## src/rtl/pcie_lane_pkg.sv

```systemverilog
// Shared types and helpers for the PCIe lane-group enable sequencer.
package pcie_lane_pkg;

  // Sequencer states: IDLE accepts requests, STEP follows each single-bit
  // enable change, WAIT runs the settle interval.
  typedef enum logic [1:0] {
    S_IDLE = 2'd0,
    S_STEP = 2'd1,
    S_WAIT = 2'd2
  } state_t;

  localparam int LANE_GROUPS = 4;

  // Group-to-lane map: group 0 -> lane 0, group 1 -> lane 1,
  // group 2 -> lanes 2-3, group 3 -> lanes 4-7.
  function automatic int unsigned group_first_lane(input int unsigned group);
    case (group)
      0:       return 0;
      1:       return 1;
      2:       return 2;
      default: return 4;
    endcase
  endfunction

  function automatic int unsigned group_lane_count(input int unsigned group);
    case (group)
      0:       return 1;
      1:       return 1;
      2:       return 2;
      default: return 4;
    endcase
  endfunction

  // Requests above the number of groups saturate to all groups on.
  function automatic logic [2:0] clamp_groups(input logic [2:0] groups);
    return (groups > 3'(LANE_GROUPS)) ? 3'(LANE_GROUPS) : groups;
  endfunction

endpackage

```

## src/rtl/pcie_settle_timer.sv

```systemverilog
// Loadable down-counter that times the settle interval after an enable change.
module pcie_settle_timer #(
  parameter int               CNT_W    = 16,
  parameter logic [CNT_W-1:0] LOAD_VAL = '0
) (
  input  logic clk,
  input  logic rst,
  input  logic load,
  input  logic dec,
  output logic zero
);

  logic [CNT_W-1:0] cnt;

  // Load takes priority; decrement only while enabled and stop at zero.
  always_ff @(posedge clk) begin
    if (rst) begin
      cnt <= '0;
    end else if (load) begin
      cnt <= LOAD_VAL;
    end else if (dec && (cnt != '0)) begin
      cnt <= cnt - CNT_W'(1);
    end
  end

  assign zero = (cnt == '0);

endmodule

```

## src/rtl/pcie_lane_en_seq.sv

```systemverilog
// Lane-group enable sequencer: walks a thermometer-coded enable vector up or
// down one group at a time toward a requested group count, settling after
// each change and pulsing done on completion.
//
// Handshake: a request transfers on a clock edge where req_valid and
// req_ready are both high; req_ready is high only in IDLE, and the requester
// holds req_valid (and req_groups) until that edge.
module pcie_lane_en_seq
  import pcie_lane_pkg::*;
#(
  parameter int SETTLE_CYCLES = 256,
  parameter int CNT_W         = 16
) (
  input  logic       CLK,
  input  logic       RST,
  input  logic       req_valid,
  input  logic [2:0] req_groups,
  output logic       req_ready,
  output logic       en0,
  output logic       en1,
  output logic       en2,
  output logic       en3,
  output logic [2:0] lanes_on,
  output logic       busy,
  output logic       done,
  output state_t     fsm_state
);

  state_t     state_q, state_d;
  logic [2:0] target_q, target_d;
  logic [3:0] therm_q;
  logic [2:0] lanes_q;
  logic       done_q, done_d;
  logic       do_step;
  logic       step_up;
  logic       timer_zero;
  logic [2:0] req_target;

  assign req_target = clamp_groups(req_groups);

  // The enable change is registered on the edge that enters STEP, so it is
  // visible while STEP is the current state; the timer is loaded on the same
  // edge and only counts in WAIT, giving SETTLE_CYCLES+1 cycles per step.
  pcie_settle_timer #(
    .CNT_W    (CNT_W),
    .LOAD_VAL (CNT_W'(SETTLE_CYCLES - 1))
  ) u_timer (
    .clk  (CLK),
    .rst  (RST),
    .load (do_step),
    .dec  (state_q == S_WAIT),
    .zero (timer_zero)
  );

  // Next-state, step request, target latch and done decode.
  always_comb begin
    state_d  = state_q;
    target_d = target_q;
    done_d   = 1'b0;
    do_step  = 1'b0;
    step_up  = 1'b0;
    case (state_q)
      S_IDLE: begin
        if (req_valid) begin
          target_d = req_target;
          if (req_target != lanes_q) begin
            state_d = S_STEP;
            do_step = 1'b1;
            step_up = (req_target > lanes_q);
          end else begin
            done_d = 1'b1;
          end
        end
      end
      S_STEP: begin
        state_d = S_WAIT;
      end
      S_WAIT: begin
        if (timer_zero) begin
          if (lanes_q != target_q) begin
            state_d = S_STEP;
            do_step = 1'b1;
            step_up = (target_q > lanes_q);
          end else begin
            state_d = S_IDLE;
            done_d  = 1'b1;
          end
        end
      end
      default: begin
        state_d = S_IDLE;
      end
    endcase
  end

  // State, target and done registers.
  always_ff @(posedge CLK) begin
    if (RST) begin
      state_q  <= S_IDLE;
      target_q <= 3'd0;
      done_q   <= 1'b0;
    end else begin
      state_q  <= state_d;
      target_q <= target_d;
      done_q   <= done_d;
    end
  end

  // Thermometer register: shifting in a one raises the next group up,
  // shifting right drops the top group, so only thermometer codes exist.
  always_ff @(posedge CLK) begin
    if (RST) begin
      therm_q <= 4'b0000;
      lanes_q <= 3'd0;
    end else if (do_step) begin
      if (step_up) begin
        therm_q <= {therm_q[2:0], 1'b1};
        lanes_q <= lanes_q + 3'd1;
      end else begin
        therm_q <= {1'b0, therm_q[3:1]};
        lanes_q <= lanes_q - 3'd1;
      end
    end
  end

  assign en0       = therm_q[0];
  assign en1       = therm_q[1];
  assign en2       = therm_q[2];
  assign en3       = therm_q[3];
  assign lanes_on  = lanes_q;
  assign done      = done_q;
  assign req_ready = (state_q == S_IDLE);
  assign busy      = (state_q != S_IDLE);
  assign fsm_state = state_q;

endmodule

```

## config.mk

```make
export PLATFORM = sky130hd
export DESIGN_NAME = pcie_lane_en_seq
export DESIGN_NICKNAME = d
export VERILOG_FILES = /design/src/rtl/pcie_lane_pkg.sv /design/src/rtl/pcie_settle_timer.sv /design/src/rtl/pcie_lane_en_seq.sv
export SDC_FILE = /design/constraint.sdc
export NUM_CORES = 1
export LEC_CHECK = 0
export CORE_MARGIN = 2
export CORE_UTILIZATION = 58
export CTS_CLUSTER_DIAMETER = 40
export DETAILED_ROUTE_END_ITERATION = 10
export HOLD_SLACK_MARGIN = 0.03
export PLACE_DENSITY = 0.79
export RECOVER_POWER = 100
export SLEW_MARGIN = 20
export SYNTH_ARGS = -nofsm -noshare
export SYNTH_HDL_FRONTEND = slang
export SYNTH_SLANG_ARGS = --single-unit
```

## constraint.sdc

```tcl
create_clock -name CLK -period 5.63 [get_ports CLK]
set_input_delay 0.563 -clock CLK [delete_from_list [all_inputs] [get_ports CLK]]
set_output_delay 0.563 -clock CLK [all_outputs]
set_load 0.02 [all_outputs]
```

==> results of run 1 <==
## where the power goes
part	total, W	leakage, nW	internal [W]	switching (W)
clock	0.000115	0.0320	0.0000474	0.0000677
sequential	0.000297	0.237	0.000249	0.0000477
combinational	0.000366	0.398	0.000152	0.000214
total	0.000778	0.667	0.000448	0.000330
## path summary, 6_finish.rpt
check                              start                       end  slack, ps  cells after the start
min              therm_q[0]$_SDFFE_PP0P_   therm_q[0]$_SDFFE_PP0P_        490                      2
max reg2reg  u_timer.cnt[0]$_SDFFE_PP0P_  lanes_on[2]$_SDFFE_PP0P_       2650                     10
min reg2reg      therm_q[0]$_SDFFE_PP0P_   therm_q[0]$_SDFFE_PP0P_        490                      2
max                            req_valid  lanes_on[2]$_SDFFE_PP0P_       2600                      9
## final cells by class
type,count,area [µm²]
inverter,11,41.3
tap,30,37.5
sequential,29,581
multi-input combinational,118,827
clock inverter,2,10.0
clock buffer,6,41.3
timing repair buffer,17,170
fill,210,747
## cells by family (layout without fill, tap and decap cells)
kind of cell | after synthesis | after routing
fa+ha+maj | 9 | 9
compound gates | 31 | 31
xor+xnor | 11 | 11
buf+inv | 18 | 36
simple gates | 60 | 60
flops | 29 | 29
mux | 7 | 7
## cell usage after synthesis (4+ instances only)
library cell / n
dfxtp_1: 29
mux2i_1: 6
o21ai_0: 5
xor2_1: 6
nand3_1: 5
inv_1: 10
nor2_1: 15
nand2_1: 8
clkbuf_1: 4
xnor2_1: 5
o21ai_1: 4
ha_1: 8
nor2b_1: 5
nand4_1: 4
a21oi_1: 12
## placed cells by master (no fill, tap or decap), types with 6 or more instances in the layout
cell,count
o21ai_0,8
inv_1,10
nand2_1,8
mux2i_1,6
dlygate4sd3_1,13
xor2_1,6
a21oi_1,12
dfxtp_1,29
ha_1,8
nor2_1,16
## routing by layer
layer	track usage (%)	vias up	routed length, µm
met3	7.38	2	88
met5	0	-	0
met4	12.1	0	13
met1	23.9	574	1320
li1	-	616	-
met2	37.5	21	1550
## state kept, by name, summed over array words and instances, names as in the netlist
name / cells
u_timer.cnt: 16
therm_q: 4
lanes_on: 3
target_q: 3
fsm_state: 2
done: 1
## worst register-to-register path, delay by kind of cell, from the launching register on
kind	cells	cell delay [ps]
buffers and inverters	1	90
and+or+nand+nor	4	1080
adders and majority gates	2	570
AOI/OAI and AO/OA	1	390
muxes	2	400
DFF	1	340
## metrics by stage
stage	cells	instance area (µm²)	worst slack (ps)	util, %	total power, W
floorplan	165	1500	3000	-	0.000587
global placement	205	1670	2460	67.9	0.000669
detailed placement	205	1670	2390	67.9	0.000684
CTS	213	1720	2700	70.0	0.000804
global route	213	1710	2350	69.6	0.000841
finish	213	1710	2600	69.6	0.000778
==> qor.yml, run 1 <==
status: "finished clean"
grt_pass1_wl_um: 4480
ir_worst_vdd_mv: 0.356
slew_headroom_pct: 42.0
path_cells: "dlygate4sd3_1 > nor3b_1 > nand2_1 > a21oi_1 > nor2_1 > fa_1 > nor2_2 > mux2i_1 > mux2_1"
clk_root_buffer_cell: "clkbuf_4"
wl_per_cell_um: 14.0
period_share_pct: 53.8
port_buffers: 17
synth_compound_area_share_pct: 13.9
grt_pass1_vias: 1044
ios: 18
grt_max_degree: 19
synth_ff_type: "dfxtp_1"
p_leak_nw: 0.667
postSynthCellCount: 165
cts.sink_count: 29
cts_setup_buffers: 0
seq_area_frac_synth_pct: 38.7
start_util_pct: 61.1
grt_util_all_layers_pct: 22.1
final-setup-viol-count: 0
drt-total-wl_um: 2970
die_area_mm2: 0.00301
cts_buffers: 5
postRouteAntennaNets: 0
synthArstFlopShare_pct: 0
muxShareOfSynthArea_pct: 4.76
cts.repair.resized: 0
rsz0062_at_grt: "false"
final_hold_viol_count: 0
cts_tree: "yes"
synth_adder_area_share_pct: 8.01
vias_per_cell: 5.69
antenna_found_initial: 0
synth_top_family_by_area: "simple AND/OR/NAND/NOR gates"
path_delay_family: "simple AND/OR/NAND/NOR gates"
yosys_warnings: 0
worstSetupPathType: "input port to flip-flop"
syn_to_final_growth_pct: 13.9
critPathCaptureType: "flip-flop"
maxCapViolCount: 0
syn_area_mm2: 0.00150
synth-simple-area-share_pct: 22.8
fin_crit_ps: 3030
place_hpwl_um: 2220
cts.clk_slew.worst_paths_ps: 90
yosysTopAreaCell: "dfxtp_1"
finClkSkew_ps: 6.97
worstSetupStartpointType: "input port"
crit_buf_inv: 1
yosysUniqueCellTypes: 44
cp_max_fo: 5
arrival_ps: 3250
globalplace.congestion: 0.839
critPathSlowestCell: "nor3b_1"
hp-class: "flip-flop to flip-flop"
first_pass_iters: 6
die_h_um: 54.8
diodes: 0
die_x_um: 54.8
fmax_ghz: 0.330
drcViolationCount: 0
cp.required_ps: 5850
ys_ff_latch: 29
drive_above_1_share_pct: 7.65
powerDensity_mw_per_mm2: 456
cts_buffer_depth: 2
syn_area_per_cell_um2: 9.08
nNetsFinal: 197
synth-edff-count: 0
grt-ovfl-total: 0
synth_xor_area_share_pct: 6.43
tightestPinTransition_ps: 865
htreeDepth: 2
drt_iter0_markers: 29
hold_buffers: 0
row_count: 18
vias: 1213
postSynthNetCount: 180
synth_area_leaders: "dfxtp_1 (39%), ha_1 (6.7%), a21oi_1 (4.0%)"
yosysTopAreaCellShare_pct: 38.7
finalMaxSlewViolations: 0
finalSetupTns_ps: 0
clk_latency_ps: 320
slowest_delay_ps: 680
core_mm2: 0.00245
whs_ps: 491
Power figures use the tool's default switching activity.
==> run 2: changes to the inputs <==
Settings changed: CORE_ASPECT_RATIO set to 0.5, CORE_UTILIZATION 58 to 54, PLACE_DENSITY 0.79 to 0.74.
Clock period 5.63 ns to 2.8 ns, I/O delays scaled along.
==> qor.yml, run 2 (same netlist as run 1, synthesis figures left out) <==
status: "finished clean"
hold_buffers: 0  # unchanged
cts_buffer_depth: 2  # unchanged
grt-ovfl-total: 0  # unchanged
hp-class: "flip-flop to flip-flop"
hold_end: "therm_q[3]$_SDFFE_PP0P_"
powerDensity_mw_per_mm2: 978  # +110%
path_cells: "or4_4 > nand4bb_1 > a2111oi_4 > nor2_2 > fa_1 > nor2_2 > mux2i_1 > mux2_1"
globalplace.congestion: 0.794  # -5.4%
grt_use_met3_pct: 6.61  # -0.77 points
worstSetupPathType: "flip-flop to flip-flop"
clk_root_buffer_cell: "clkbuf_8"
finalMaxSlewViolations: 0  # unchanged
syn_to_final_growth_pct: 20.0
crit_start: "u_timer.cnt[10]$_SDFFE_PP0P_"
arrival_ps: 2850  # -400 ps
critPathCaptureType: "flip-flop"
cpMostUsedCell: "nor2_2"
place_hpwl_um: 2180  # -1.8%
hold_start: "therm_q[3]$_SDFFE_PP0P_"
busiest_layer: "met2"
p_leak_nw: 0.700  # +4.9%
drt_iter0_markers: 46  # +59%
r2r-end: "lanes_on[2]$_SDFFE_PP0P_"
grt_pass1_vias: 1066  # +2.1%
rsz0062_at_grt: "false"
grt_pass1_wl_um: 4900  # +9.4%
fmax_ghz: 0.374
r2r_cells: 8  # -2
grt_util_all_layers_pct: 21.3  # -0.75 points
final_util_pct: 68.7  # -0.87 points
fin_crit_ps: 2670
cts_buffers: 5  # unchanged
final_cell_mix: "dfxtp_1 (29), nor2_1 (15), dlygate4sd3_1 (13)"
cts.clk_slew.worst_paths_ps: 70  # -20 ps
final-setup-viol-count: 0  # unchanged
diodes: 0  # unchanged
min_path_cells: 2  # unchanged
first_pass_iters: 4  # -2
die_x_um: 78.5  # +43%
clk_latency_ps: 290  # -30 ps
top_register: "u_timer.cnt"
slew_headroom_pct: 56.0  # +14 points
vias: 1236  # +1.9%
final_hold_viol_count: 0  # unchanged
start_util_pct: 57.2  # -3.8 points
postRouteAntennaNets: 0  # unchanged
worstSetupStartpointType: "flip-flop"
wl_per_cell_um: 13.3  # -4.8%
tightestPinTransition_ps: 659  # -206 ps
finalSetupTns_ps: 0  # unchanged
finalPower_w: 0.00176  # +130%
use_met2_pct: 34.2  # -3.3 points
cts.sink_count: 29  # unchanged
slowest_delay_ps: 550  # -130 ps
core_mm2: 0.00262  # +6.7%
final_common_cell: "dfxtp_1"
cts_setup_buffers: 0  # unchanged
cts.repair.resized: 0  # unchanged
nNetsFinal: 203  # +3.0%
maxCapViolCount: 0  # unchanged
drcViolationCount: 0  # unchanged
port_buffers: 17  # unchanged
fin_ws_ps: 128  # -2470 ps
ios: 18  # unchanged
regToRegSetupSlack_ps: 130  # -2520 ps
cts_tree: "yes"
row_count: 13  # -5
htreeDepth: 2  # unchanged
grt_max_degree: 19  # unchanged
largestRegisters: "u_timer.cnt: 16 flops, therm_q: 4 flops"
drt-total-wl_um: 3000  # +1.0%
cp_max_fo: 6  # +1
drive_above_1_share_pct: 8.99  # +1.3 points
die_area_mm2: 0.00324  # +7.7%
finClkSkew_ps: 4.74  # -2.23 ps
antenna_found_initial: 0  # unchanged
die_h_um: 41.3  # -25%
fill_cells: 214  # +1.9%
pre_cts_slack_ps: 79.8  # -2310 ps
rr_startpoint: "u_timer.cnt[10]$_SDFFE_PP0P_"
period_share_pct: 95.4
largest_reg_flops: 16  # unchanged
use_met1_pct: 26.5  # +2.6 points
cp.required_ps: 2980  # -2870 ps
ir_worst_vdd_mv: 0.460  # +29%
critPathSlowestCell: "or4_4"
vias_per_cell: 5.47  # -4.0%
## run 2: metal layers
metal  routed length, µm  share of wire [%]  vias up
met5                   0                  0        -
met4                  61                2.0        0
met3                 144                4.8        9
met2                1300                 43       20
met1                1500                 50      577
li1                    -                  -      630
## run 2: area by class of cell
class	instances	area, µm²	area share (%)
clock buffer	7	96.3	5.35
inverter	11	41.3	2.29
timing repair buffer	23	200	11.1
sequential	29	581	32.3
clock inverter	1	5.00	0.278
multi-input combinational	118	830	46.1
tap	37	46.3	2.57
## run 2: power breakdown
group          switching, W  internal [W]  leakage (nW)
clock              0.000166      0.000222        0.0542
sequential        0.0000943      0.000501         0.237
combinational      0.000451      0.000325         0.408
total              0.000712       0.00105         0.700
## run 2: critical path: cells and delay by family, from the launching register on
kind / cells / cell delay [ps]
AND/OR/NAND/NOR: 4 / 1050
multiplexers: 2 / 370
flip-flops: 1 / 360
AO/OA/AOI/OAI: 1 / 380
adder cells (fa/ha/maj): 1 / 400
## run 2: through the flow
| stage | cell area (µm²) | cells | hold slack [ps] |
|---|---|---|---|
| after floorplan | 1500 | 165 | 427 |
| after CTS | 1820 | 226 | 495 |
| after detailed placement | 1720 | 218 | 486 |
| final | 1800 | 226 | 491 |
| after global placement | 1720 | 218 | 455 |
| after global routing | 1800 | 226 | 515 |
## run 2: worst max path at each step
stage | endpoint | slack [ps]
after floorplan | lanes_on[2]$_SDFFE_PP0P_ | 170
after detailed placement | lanes_on[2]$_SDFFE_PP0P_ | 80
after global routing | lanes_on[2]$_SDFFE_PP0P_ | 20
after CTS | lanes_on[2]$_SDFFE_PP0P_ | 130
after global placement | lanes_on[2]$_SDFFE_PP0P_ | 140
final | lanes_on[2]$_SDFFE_PP0P_ | 130
